--- config.mk ---
export PLATFORM = sky130hd
export DESIGN_NAME = interfpga_tx_scheduler
export DESIGN_NICKNAME = d
export VERILOG_FILES = /design/src/rtl/interfpga_pkg.sv /design/src/rtl/interfpga_rr_pick.sv /design/src/rtl/interfpga_tx_scheduler.sv
export SDC_FILE = /design/constraint.sdc
export NUM_CORES = 1
export LEC_CHECK = 0
export ABC_AREA = 1
export CAP_MARGIN = 10
export CORE_ASPECT_RATIO = 0.6
export CORE_MARGIN = 4
export CORE_UTILIZATION = 44
export DETAILED_ROUTE_END_ITERATION = 6
export PLACE_DENSITY = 0.78
export SLEW_MARGIN = 10
export SYNTH_ARGS = -nofsm -noshare
export SYNTH_HDL_FRONTEND = slang
export SYNTH_HIERARCHICAL = 1
export SYNTH_SLANG_ARGS = --single-unit
export TNS_END_PERCENT = 50
--- constraint.sdc ---
create_clock -name clk -period 2.4 [get_ports clk]
set_clock_uncertainty 0.15 [all_clocks]
set_input_delay 0.24 -clock clk [delete_from_list [all_inputs] [get_ports clk]]
set_output_delay 0.24 -clock clk [all_outputs]
set_load 0.01 [all_outputs]
--- src/rtl/interfpga_pkg.sv ---
// Shared constants and types for the inter-FPGA nibble-link scheduler family.
package interfpga_pkg;

  localparam int         BYTE_W    = 8;
  localparam logic [3:0] HDR_MAGIC = 4'hA;

  typedef enum logic [2:0] {
    ST_IDLE,
    ST_HDR_SEND,
    ST_HDR_WAIT,
    ST_DAT_SEND,
    ST_DAT_WAIT,
    ST_DONE
  } state_e;

  // Header byte: magic nibble on top, requester id in the low nibble.
  function automatic logic [BYTE_W-1:0] hdr_byte(input logic [3:0] id);
    return {HDR_MAGIC, id};
  endfunction

endpackage

--- src/rtl/interfpga_rr_pick.sv ---
// Combinational round-robin pick: first set request at or after ptr_i (mod NUM_REQ).
module interfpga_rr_pick #(
  parameter int NUM_REQ = 4,
  parameter int ID_W    = (NUM_REQ > 1) ? $clog2(NUM_REQ) : 1
) (
  input  logic [NUM_REQ-1:0] req_i,
  input  logic [ID_W-1:0]    ptr_i,
  output logic [NUM_REQ-1:0] gnt_o,
  output logic [ID_W-1:0]    id_o,
  output logic               any_o
);

  logic [ID_W:0]   sum;
  logic [ID_W-1:0] idx;

  // Walk offsets from farthest to nearest so the nearest set request wins.
  always_comb begin
    gnt_o = '0;
    id_o  = '0;
    any_o = |req_i;
    sum   = '0;
    idx   = '0;
    for (int off = NUM_REQ - 1; off >= 0; off--) begin
      sum = {1'b0, ptr_i} + (ID_W+1)'(off);
      if (sum >= (ID_W+1)'(NUM_REQ)) sum = sum - (ID_W+1)'(NUM_REQ);
      idx = sum[ID_W-1:0];
      if (req_i[idx]) begin
        gnt_o      = '0;
        gnt_o[idx] = 1'b1;
        id_o       = idx;
      end
    end
  end

endmodule

--- src/rtl/interfpga_tx_scheduler.sv ---
// Round-robin scheduler framing requester bytes onto one interfpga_send link.
module interfpga_tx_scheduler
  import interfpga_pkg::*;
#(
  parameter int NUM_REQ   = 4,
  parameter bit HEADER_EN = 1'b1,
  parameter int TIMEOUT   = 8
) (
  input  logic                           clk,
  input  logic                           reset_n,
  input  logic [NUM_REQ-1:0]             req_i,
  input  logic [NUM_REQ-1:0][BYTE_W-1:0] data_i,
  output logic [NUM_REQ-1:0]             ack_o,
  output logic [NUM_REQ-1:0]             grant_o,
  output logic [BYTE_W-1:0]              link_data_o,
  output logic                           link_send_o,
  input  logic                           link_busy_i,
  output logic                           active_o,
  output logic                           err_o,
  input  logic                           err_clr_i
);

  localparam int ID_W  = (NUM_REQ > 1) ? $clog2(NUM_REQ) : 1;
  localparam int CNT_W = $clog2(TIMEOUT + 1);

  state_e             state_q, state_d;
  logic [ID_W-1:0]    id_q, id_d;
  logic [ID_W-1:0]    rr_ptr_q, rr_ptr_d;
  logic [BYTE_W-1:0]  dat_q, dat_d;
  logic [NUM_REQ-1:0] grant_q, grant_d;
  logic               seen_busy_q, seen_busy_d;
  logic [CNT_W-1:0]   cnt_q, cnt_d;
  logic               err_q, err_d;

  logic [NUM_REQ-1:0] pk_gnt;
  logic [ID_W-1:0]    pk_id;
  logic               pk_any;

  interfpga_rr_pick #(.NUM_REQ(NUM_REQ), .ID_W(ID_W)) u_pick (
    .req_i (req_i),
    .ptr_i (rr_ptr_q),
    .gnt_o (pk_gnt),
    .id_o  (pk_id),
    .any_o (pk_any)
  );

  // Next-state and output logic; link_data_o is held through the wait so the
  // transmitter sees a stable byte until busy drops.
  always_comb begin
    state_d     = state_q;
    id_d        = id_q;
    rr_ptr_d    = rr_ptr_q;
    dat_d       = dat_q;
    grant_d     = grant_q;
    seen_busy_d = seen_busy_q;
    cnt_d       = cnt_q;
    err_d       = err_q;
    ack_o       = '0;
    link_send_o = 1'b0;
    link_data_o = '0;
    if (err_clr_i) err_d = 1'b0;
    case (state_q)
      ST_IDLE: begin
        if (pk_any) begin
          id_d    = pk_id;
          dat_d   = data_i[pk_id];
          grant_d = pk_gnt;
          state_d = HEADER_EN ? ST_HDR_SEND : ST_DAT_SEND;
        end
      end
      ST_HDR_SEND, ST_DAT_SEND: begin
        link_send_o = 1'b1;
        link_data_o = (state_q == ST_HDR_SEND) ? hdr_byte(4'(id_q)) : dat_q;
        seen_busy_d = 1'b0;
        cnt_d       = '0;
        state_d     = (state_q == ST_HDR_SEND) ? ST_HDR_WAIT : ST_DAT_WAIT;
      end
      ST_HDR_WAIT, ST_DAT_WAIT: begin
        link_data_o = (state_q == ST_HDR_WAIT) ? hdr_byte(4'(id_q)) : dat_q;
        if (link_busy_i) seen_busy_d = 1'b1;
        if (seen_busy_q && !link_busy_i) begin
          state_d = (state_q == ST_HDR_WAIT) ? ST_DAT_SEND : ST_DONE;
        end else if (!seen_busy_q && !link_busy_i) begin
          // Transmitter never acknowledged the strobe: abandon the frame.
          if (cnt_q == CNT_W'(TIMEOUT - 1)) begin
            err_d   = 1'b1;
            state_d = ST_DONE;
          end else begin
            cnt_d = cnt_q + 1'b1;
          end
        end
      end
      ST_DONE: begin
        ack_o    = grant_q;
        rr_ptr_d = (id_q == ID_W'(NUM_REQ - 1)) ? '0 : id_q + 1'b1;
        grant_d  = '0;
        state_d  = ST_IDLE;
      end
      default: state_d = ST_IDLE;
    endcase
  end

  // State and datapath registers.
  always_ff @(posedge clk or negedge reset_n) begin
    if (!reset_n) begin
      state_q     <= ST_IDLE;
      id_q        <= '0;
      rr_ptr_q    <= '0;
      dat_q       <= '0;
      grant_q     <= '0;
      seen_busy_q <= 1'b0;
      cnt_q       <= '0;
      err_q       <= 1'b0;
    end else begin
      state_q     <= state_d;
      id_q        <= id_d;
      rr_ptr_q    <= rr_ptr_d;
      dat_q       <= dat_d;
      grant_q     <= grant_d;
      seen_busy_q <= seen_busy_d;
      cnt_q       <= cnt_d;
      err_q       <= err_d;
    end
  end

  assign grant_o  = grant_q;
  assign active_o = (state_q != ST_IDLE);
  assign err_o    = err_q;

endmodule

==> impl_results.md, run 1 <==
- Max-slew violation count: 0
- Fin nets: approximately 430
- CP startpoint kind: flip-flop
- Pre-Repair DR Iteration Count: 4
- Worst hold path class: in -> async
- Hold WS: between 0.15 and 0.2 ns
- EDFF count, synth: 0
- Data arrival, critical path: ~1.9 ns
- Mapped Area: around 2100 um^2
- # port buffers: between 50 and 60
- Mux cell area share after synthesis: less than 1%
- N_diodes: 0
- Crit. End Element: primary output
- Largest net degree at the start of global routing: 26
- Via density: between 4 and 5
- Die width: roughly 96 um
- Total GRT Usage: 18.7%
- Maximum VDD drop: between 0.6 and 0.7 mV
- Critical path fanouts, max: 7
- # IOs: 59
- Min setup slack post-route: between 0.1 and 0.15 ns
- Number of library cell types mapped by synthesis: 29
- Fin crit share: a little over nine tenths
- Dpl cells: 430
- Worst-path clk slew: ~0.080 ns
- GRT overflow: 0
- Drt initial violations: 130
- Vias in the first global route: just under 2000
- Layout area overhead: 39.4%
- Placement Cell Area: between 2000 and 3000 um^2
- Fin. Hold Viols: 0
- Critical path required time: between 2 and 2.5 ns
- Core area: ~4300 um^2
- Slew @ Worst Pin: about 0.32 ns
- RePlAce Congestion: around 0.9
- Worst skew pair latency: around 0.26 ns
- CTS Root Cell: clkbuf_8
- Crit Path Category: reg -> out
- Synth Area in Compound Gates: between 10% and 20%
- H-tree depth: 1
- Clock sink count: 25
- Minimum clock period: about 2.3 ns
- Commonest non-fill, non-tap cell in the layout: nand2_1
- Simple-gate area share of the yosys netlist: about two fifths
- Post-synth ARST share: between 90% and 100%
- Total power: between 4 and 5 mW
- Fraction of layout cells with a size suffix above 1: between 10% and 20%
- Avg Cell Area, Syn: about 6.7 um^2
- Setup Viol. Count Final: 0
- CP max stage cell: clkdlybuf4s50_1
- FF-to-FF path depth: 15
- Largest family of logic cells by synthesized area: simple AND/OR/NAND/NOR gates
- Most frequent cells in the layout: 68 x nand2_1, 59 x nor2_1, 55 x clkdlybuf4s50_1
- Cells after Synth: 310
- Crit-path cells: nor2_4, nand2_2, o21ai_1, inv_2, nor2_1, clkdlybuf4s50_1
- Synth Area in Adders: under 10%
- Max stage delay on crit path: ~0.55 ns
- Power per cell area: ~1400 nW/um^2
- Rel. slew slack: between 70% and 80%
- Via count: 2153
- Die ar.: approximately 6000 um^2
- Top FF cell, synth: dfrtp_1
- Synthesized net count: between 300 and 400
- Yosys warning total: 6
- Initial Util: 48.0%
- Sequential element share of the synthesized area: 30.3%
- First-pass GRT wire length: 8.78 mm
- Setup TNS: 0 ns
- Status: finished clean
- Rows: 18
- Post-Synth XOR/XNOR Area: 0.424%
- CTS tree: done
- Initial antenna violation count: 0
- FMAX: between 0.4 and 0.5 GHz
- CTS max path bufs: 2
- Max Cap Viol: 0
- Cell leakage power: roughly 1.4 nW
- Per-cell routed wire length: 12.3 um
- Antenna Violating Nets Remaining: 0
- Post-place setup slack: -0.0117 ns
- DRT Wirelength: ~5.4 mm
- Final Instance Area: ~2900 um^2
- Finished Core Util: between 60% and 70%
- Non-filler cells, final: between 400 and 500
- Die H: a little over 60 um
- Detail Placement HPWL: about 4.3 mm
- Cts bufs inserted: 3
- Seq cells post-synth: 25
- DRC viols: 0
-- final timing paths --
check / startpoint / slack [ns] / end
min in group clk: id_q[0]$_DFFE_PN0P_ / 0.38 / rr_ptr_q[0]$_DFFE_PN0P_
max in group asynchronous: reset_n / 1.65 / state_q[0]$_DFFE_PN0P_
hold / removal: reset_n / 0.18 / cnt_q[3]$_DFFE_PN0P_
hold reg to reg: id_q[0]$_DFFE_PN0P_ / 0.38 / rr_ptr_q[0]$_DFFE_PN0P_
setup reg to reg: rr_ptr_q[1]$_DFFE_PN0P_ / 0.13 / dat_q[2]$_DFFE_PN0P_
setup / recovery: state_q[0]$_DFFE_PN0P_ / 0.12 / link_data_o[4]
-- routing by layer --
metal	up-vias	GRT usage, %	share of wire [%]
met3	4	5.49	8.1
met4	0	4.19	0.67
met2	76	28.8	43
met1	953	26.5	48
met5	-	0	0
li1	1120	-	-
-- what timing repair did --
item,4_1_cts,5_1_grt
pin swaps,0,2
gates cloned,0,1
endpoints found under the setup margin,2,15
setup buffers,0,3
resized for setup,1,18
hold buffers,0,0
-- final cells by class --
type / count / area (um^2)
repair buffers: 71 / 689
flip-flops and latches: 25 / 629
inverters: 39 / 154
clock buffers: 4 / 45.0
fillers: 370 / 1430
well taps: 60 / 75.1
multi-input cells: 239 / 1280
-- kinds of logic after synthesis --
family,after synthesis
and+or+nand+nor,176
muxes,1
buffers and inverters,46
xor gates and xnor gates,1
AOI/OAI and AO/OA,51
DFF,25
adders and majority gates,10
-- flip-flops by register name, indices dropped and copies added (netlist names) --
| name | cells |
|---|---|
| grant_o | 4 |
| seen_busy_q | 1 |
| err_o | 1 |
| dat_q | 8 |
| id_q | 2 |
| cnt_q | 4 |
| rr_ptr_q | 2 |
| state_q | 3 |
-- report_power, final --
part | total, mW | internal (mW) | switching (mW)
clock | 0.243 | 0.119 | 0.124
combinational | 3.13 | 1.25 | 1.88
sequential | 0.718 | 0.607 | 0.111
-- cell usage after synthesis (2+ instances only) --
cell	count	area, um^2
a21oi_1	7	35.0
buf_4	5	37.5
dfrtp_1	25	626
ha_1	10	125
inv_1	30	113
inv_2	6	22.5
inv_4	2	12.5
nand2_1	68	255
nand2_2	9	56.3
nand2_4	5	56.3
nand3_1	19	95.1
nand3_2	8	80.1
nand4_1	2	12.5
nor2_1	60	225
o21ai_0	29	145
o21ai_1	12	60.1
-- worst max-delay path, delay by kind of cell, from the launching register on --
| kind | cells | cell delay, ns |
|---|---|---|
| simple gates | 3 | 0.39 |
| compound gates | 1 | 0.11 |
| buf+inv | 2 | 0.64 |
| flops | 1 | 0.47 |
(Power assumes the default switching activity.)
==> run 2: changes to the inputs <==
--- a/config.mk
+++ b/config.mk
@@ -9,12 +9,10 @@
 export CAP_MARGIN = 10
 export CORE_ASPECT_RATIO = 0.6
 export CORE_MARGIN = 4
-export CORE_UTILIZATION = 44
+export CORE_UTILIZATION = 43
 export DETAILED_ROUTE_END_ITERATION = 6
-export PLACE_DENSITY = 0.78
-export SLEW_MARGIN = 10
+export PLACE_DENSITY = 0.76
 export SYNTH_ARGS = -nofsm -noshare
 export SYNTH_HDL_FRONTEND = slang
-export SYNTH_HIERARCHICAL = 1
 export SYNTH_SLANG_ARGS = --single-unit
 export TNS_END_PERCENT = 50
==> run 2 against run 1 <==
Critical path type unchanged. Global-route usage decreased by 1.4 points. Combinational power shrank 15%. First-iteration DRC count fell by 22%. Largest cell class unchanged. Register-to-register slack improved by 0.05 ns.
==> impl_results.md, run 2 <==
- Sequential element share of the synthesized area: 30.5% (+0.17 points)
- Vias in the first global route: 1867 (-6.1%)
- Total GRT Usage: 17.4% (-1.4 points)
- Final Instance Area: 2820 um^2 (-1.9%)
- Clock sink count: 25 (unchanged)
- Fin. Hold Viols: 0 (unchanged)
- Die ar.: 5980 um^2 (+1.6%)
- First-pass GRT wire length: 8.52 mm (-3.0%)
- Data arrival, critical path: 1.85 ns (-0.04 ns)
- Power per cell area: 1300 nW/um^2 (-8.9%)
- Per-cell routed wire length: 12.0 um (-2.8%)
- Largest net degree at the start of global routing: 26 (unchanged)
- Via count: 2033 (-5.6%)
- Number of library cell types mapped by synthesis: 33 (+14%)
- Sequential cell area: 628 um^2 (-0.20%)
- Mapped Area: 2050 um^2 (-0.55%)
- Hold WS: 0.178 ns (-0.00722 ns)
- NetSw: 1.91 mW (-9.8%)
- # port buffers: 58 (unchanged)
- Max Cap Viol: 0 (unchanged)
- Layout area overhead: 37.6%
- Total power: 3.66 mW (-11%)
- Cell leakage power: 1.44 nW (+1.5%)
- Critical path fanouts, max: 8 (+1)
- Crit. End Element: primary output
- Pre-Repair DR Iteration Count: 5 (+1)
- Antenna Violating Nets Remaining: 0 (unchanged)
- Minimum clock period: 2.24 ns (-0.0392 ns)
- Critical path required time: 2.01 ns (about the same)
- Switch share: 52.1% (+0.44 points)
- Sequential group share of total power: 20.4% (+2.8 points)
- Yosys warning total: 0 (-6)
- Initial Util: 44.7% (-3.2 points)
- Initial antenna violation count: 0 (unchanged)
- Rel. slew slack: 72.2% (-6.2 points)
- Clk network pwr share: 6.8% (+0.9 points)
- Top-count cell post-synth: nand2_1
- Slew @ Worst Pin: 0.412 ns (+0.0887 ns)
- Area leader, netlist: dfrtp_1
- Drt initial violations: 101 (-22%)
- Avg Cell Area, Syn: 6.86 um^2 (+3.1%)
- Fraction of layout cells with a size suffix above 1: 13.0% (-3.7 points)
- N_diodes: 0 (unchanged)
- Synthesized net count: 349 (-3.1%)
- DRT Wirelength: 5.10 mm (-5.7%)
- Unrepaired setup endpoints after global routing: false
- Int Pwr: 1.75 mW (-11%)
- Setup Viol. Count Final: 0 (unchanged)
- Most frequent cells in the layout: 64 x nand2_1, 55 x inv_1, 54 x clkdlybuf4s50_1
- Power share of the combinational group: 72.8% (-3.7 points)
- Post-synth ARST share: 100% (unchanged)
- Max-slew violation count: 0 (unchanged)
- Die H: 61.5 um (+0.77%)
- Top FF cell, synth: dfrtp_1
- Placement Cell Area: 2710 um^2 (-1.3%)
- RePlAce Congestion: 0.864 (-5.9%)
- Core area: 4590 um^2 (+6.7%)
- Top reg by flops: dat_q
- Status: finished clean
- Fin crit share: 93.2% (-1.6 points)
- Most instantiated cells after synthesis: 64 x nand2_1, 56 x inv_1, 30 x nand3_1
- Cts bufs inserted: 3 (unchanged)
- Cells after Synth: 299 (-3.5%)
- Worst hold path class: in -> async
- FMAX: 0.447 GHz (+1.8%)
- Worst-path clk slew: 0.09 ns (about the same)
- Multi-input gate area: 1190 um^2 (-7.3%)
- Detail Placement HPWL: 4.03 mm (-5.2%)
- # IOs: 59 (unchanged)
- Fill cell count: 410 (+11%)
- Top cells by area, synth: dfrtp_1 30%, nand2_1 12%, inv_1 10%
- CTS Root Cell: clkbuf_8
- Commonest non-fill, non-tap cell in the layout: nand2_1
- H-tree depth: 1 (unchanged)
- Crit Path Category: reg -> out
- DRC viols: 0 (unchanged)
- CTS tree: done
- CTS max path bufs: 2 (unchanged)
- Post-synth top area share: 30.5% (+0.17 points)
- Fin nets: 413 (-3.7%)
- Seq cells post-synth: 25 (unchanged)
- Rows: 19 (+1)
- Maximum VDD drop: 0.471 mV (-24%)
- Largest register FFs: 8 (unchanged)
- CP startpoint kind: flip-flop
- Worst skew pair latency: 0.27 ns (about the same)
- GRT overflow: 0 (unchanged)
- Via density: 4.78 (-2.7%)
- EDFF count, synth: 0 (unchanged)
- Die width: 97.2 um (+0.80%)
## run 2: layout make-up
type / count / area share, %
tap: 63 / 2.79
clock buffer: 3 / 1.46
sequential: 25 / 22.3
inverter: 61 / 8.38
multi-input combinational: 207 / 42.2
clock inverter: 1 / 0.177
timing repair buffer: 65 / 22.8
## run 2: final timing paths
path	startpoint	to	slack [ns]	cells after the start
min reg2reg	dat_q[1]$_DFFE_PN0P_	dat_q[1]$_DFFE_PN0P_	0.34	2
min	reset_n	err_o$_DFF_PN0_	0.18	2
max in group asynchronous	reset_n	state_q[0]$_DFFE_PN0P_	1.65	2
max	state_q[2]$_DFFE_PN0P_	ack_o[1]	0.16	5
max reg2reg	rr_ptr_q[0]$_DFFE_PN0P_	dat_q[7]$_DFFE_PN0P_	0.18	13
min in group clk	dat_q[1]$_DFFE_PN0P_	dat_q[1]$_DFFE_PN0P_	0.34	2
## run 2: power by group through the flow
stage               logic (mW)  clock network [mW]  registers (mW)
global route              3.02               0.273           0.768
floorplan                 1.85                   0           0.735
CTS                       2.56               0.253           0.730
finish                    2.66               0.249           0.746
global placement          2.51                   0           0.734
detailed placement        2.55                   0           0.735
## run 2: layer usage
| layer | GRT usage [%] | routed length (um) | share of wire [%] |
|---|---|---|---|
| met2 | 26.7 | 2040 | 40 |
| met3 | 4.30 | 416 | 8.2 |
| met1 | 25.8 | 2620 | 51 |
| met4 | 1.40 | 24 | 0.47 |
| met5 | 0 | 0 | 0 |
## run 2: stage by stage
stage          utilization (%)  std cells  TNS (ns)  setup slack [ns]
4_1_cts                   60.0        424    -0.546           -0.0976
3_3_place_gp              59.0        420         0             0.210
6_report                  61.5        425         0             0.162
5_1_grt                   61.5        425         0            0.0208
2_1_floorplan                -        299         0             0.262
3_5_place_dp              59.0        420         0             0.122
## run 2: cells by family (layout without fill, tap and decap cells)
family | count (synthesis) | after routing | share of synthesized area, %
AOI/OAI and AO/OA | 44 | 44 | 12.4
buffers and inverters | 67 | 130 | 14.0
DFF | 25 | 25 | 30.5
adders and majority gates | 10 | 10 | 6.10
and+or+nand+nor | 152 | 152 | 36.6
xor gates and xnor gates | 1 | 1 | 0.427
## run 2: repair_timing
action | in CTS | in global routing
hold buffers | 0 | 0
buffers inserted | 0 | 1
endpoints found under the setup margin | 7 | 16
gates resized for setup | 0 | 16
cloned | 0 | 0
## run 2: worst max-delay path: stages, from the launching register on
cell             delay [ns]
dfrtp_1                0.45
inv_2                  0.14
nor3_4                 0.19
inv_1                  0.15
nor2_1                 0.11
clkdlybuf4s50_1        0.54
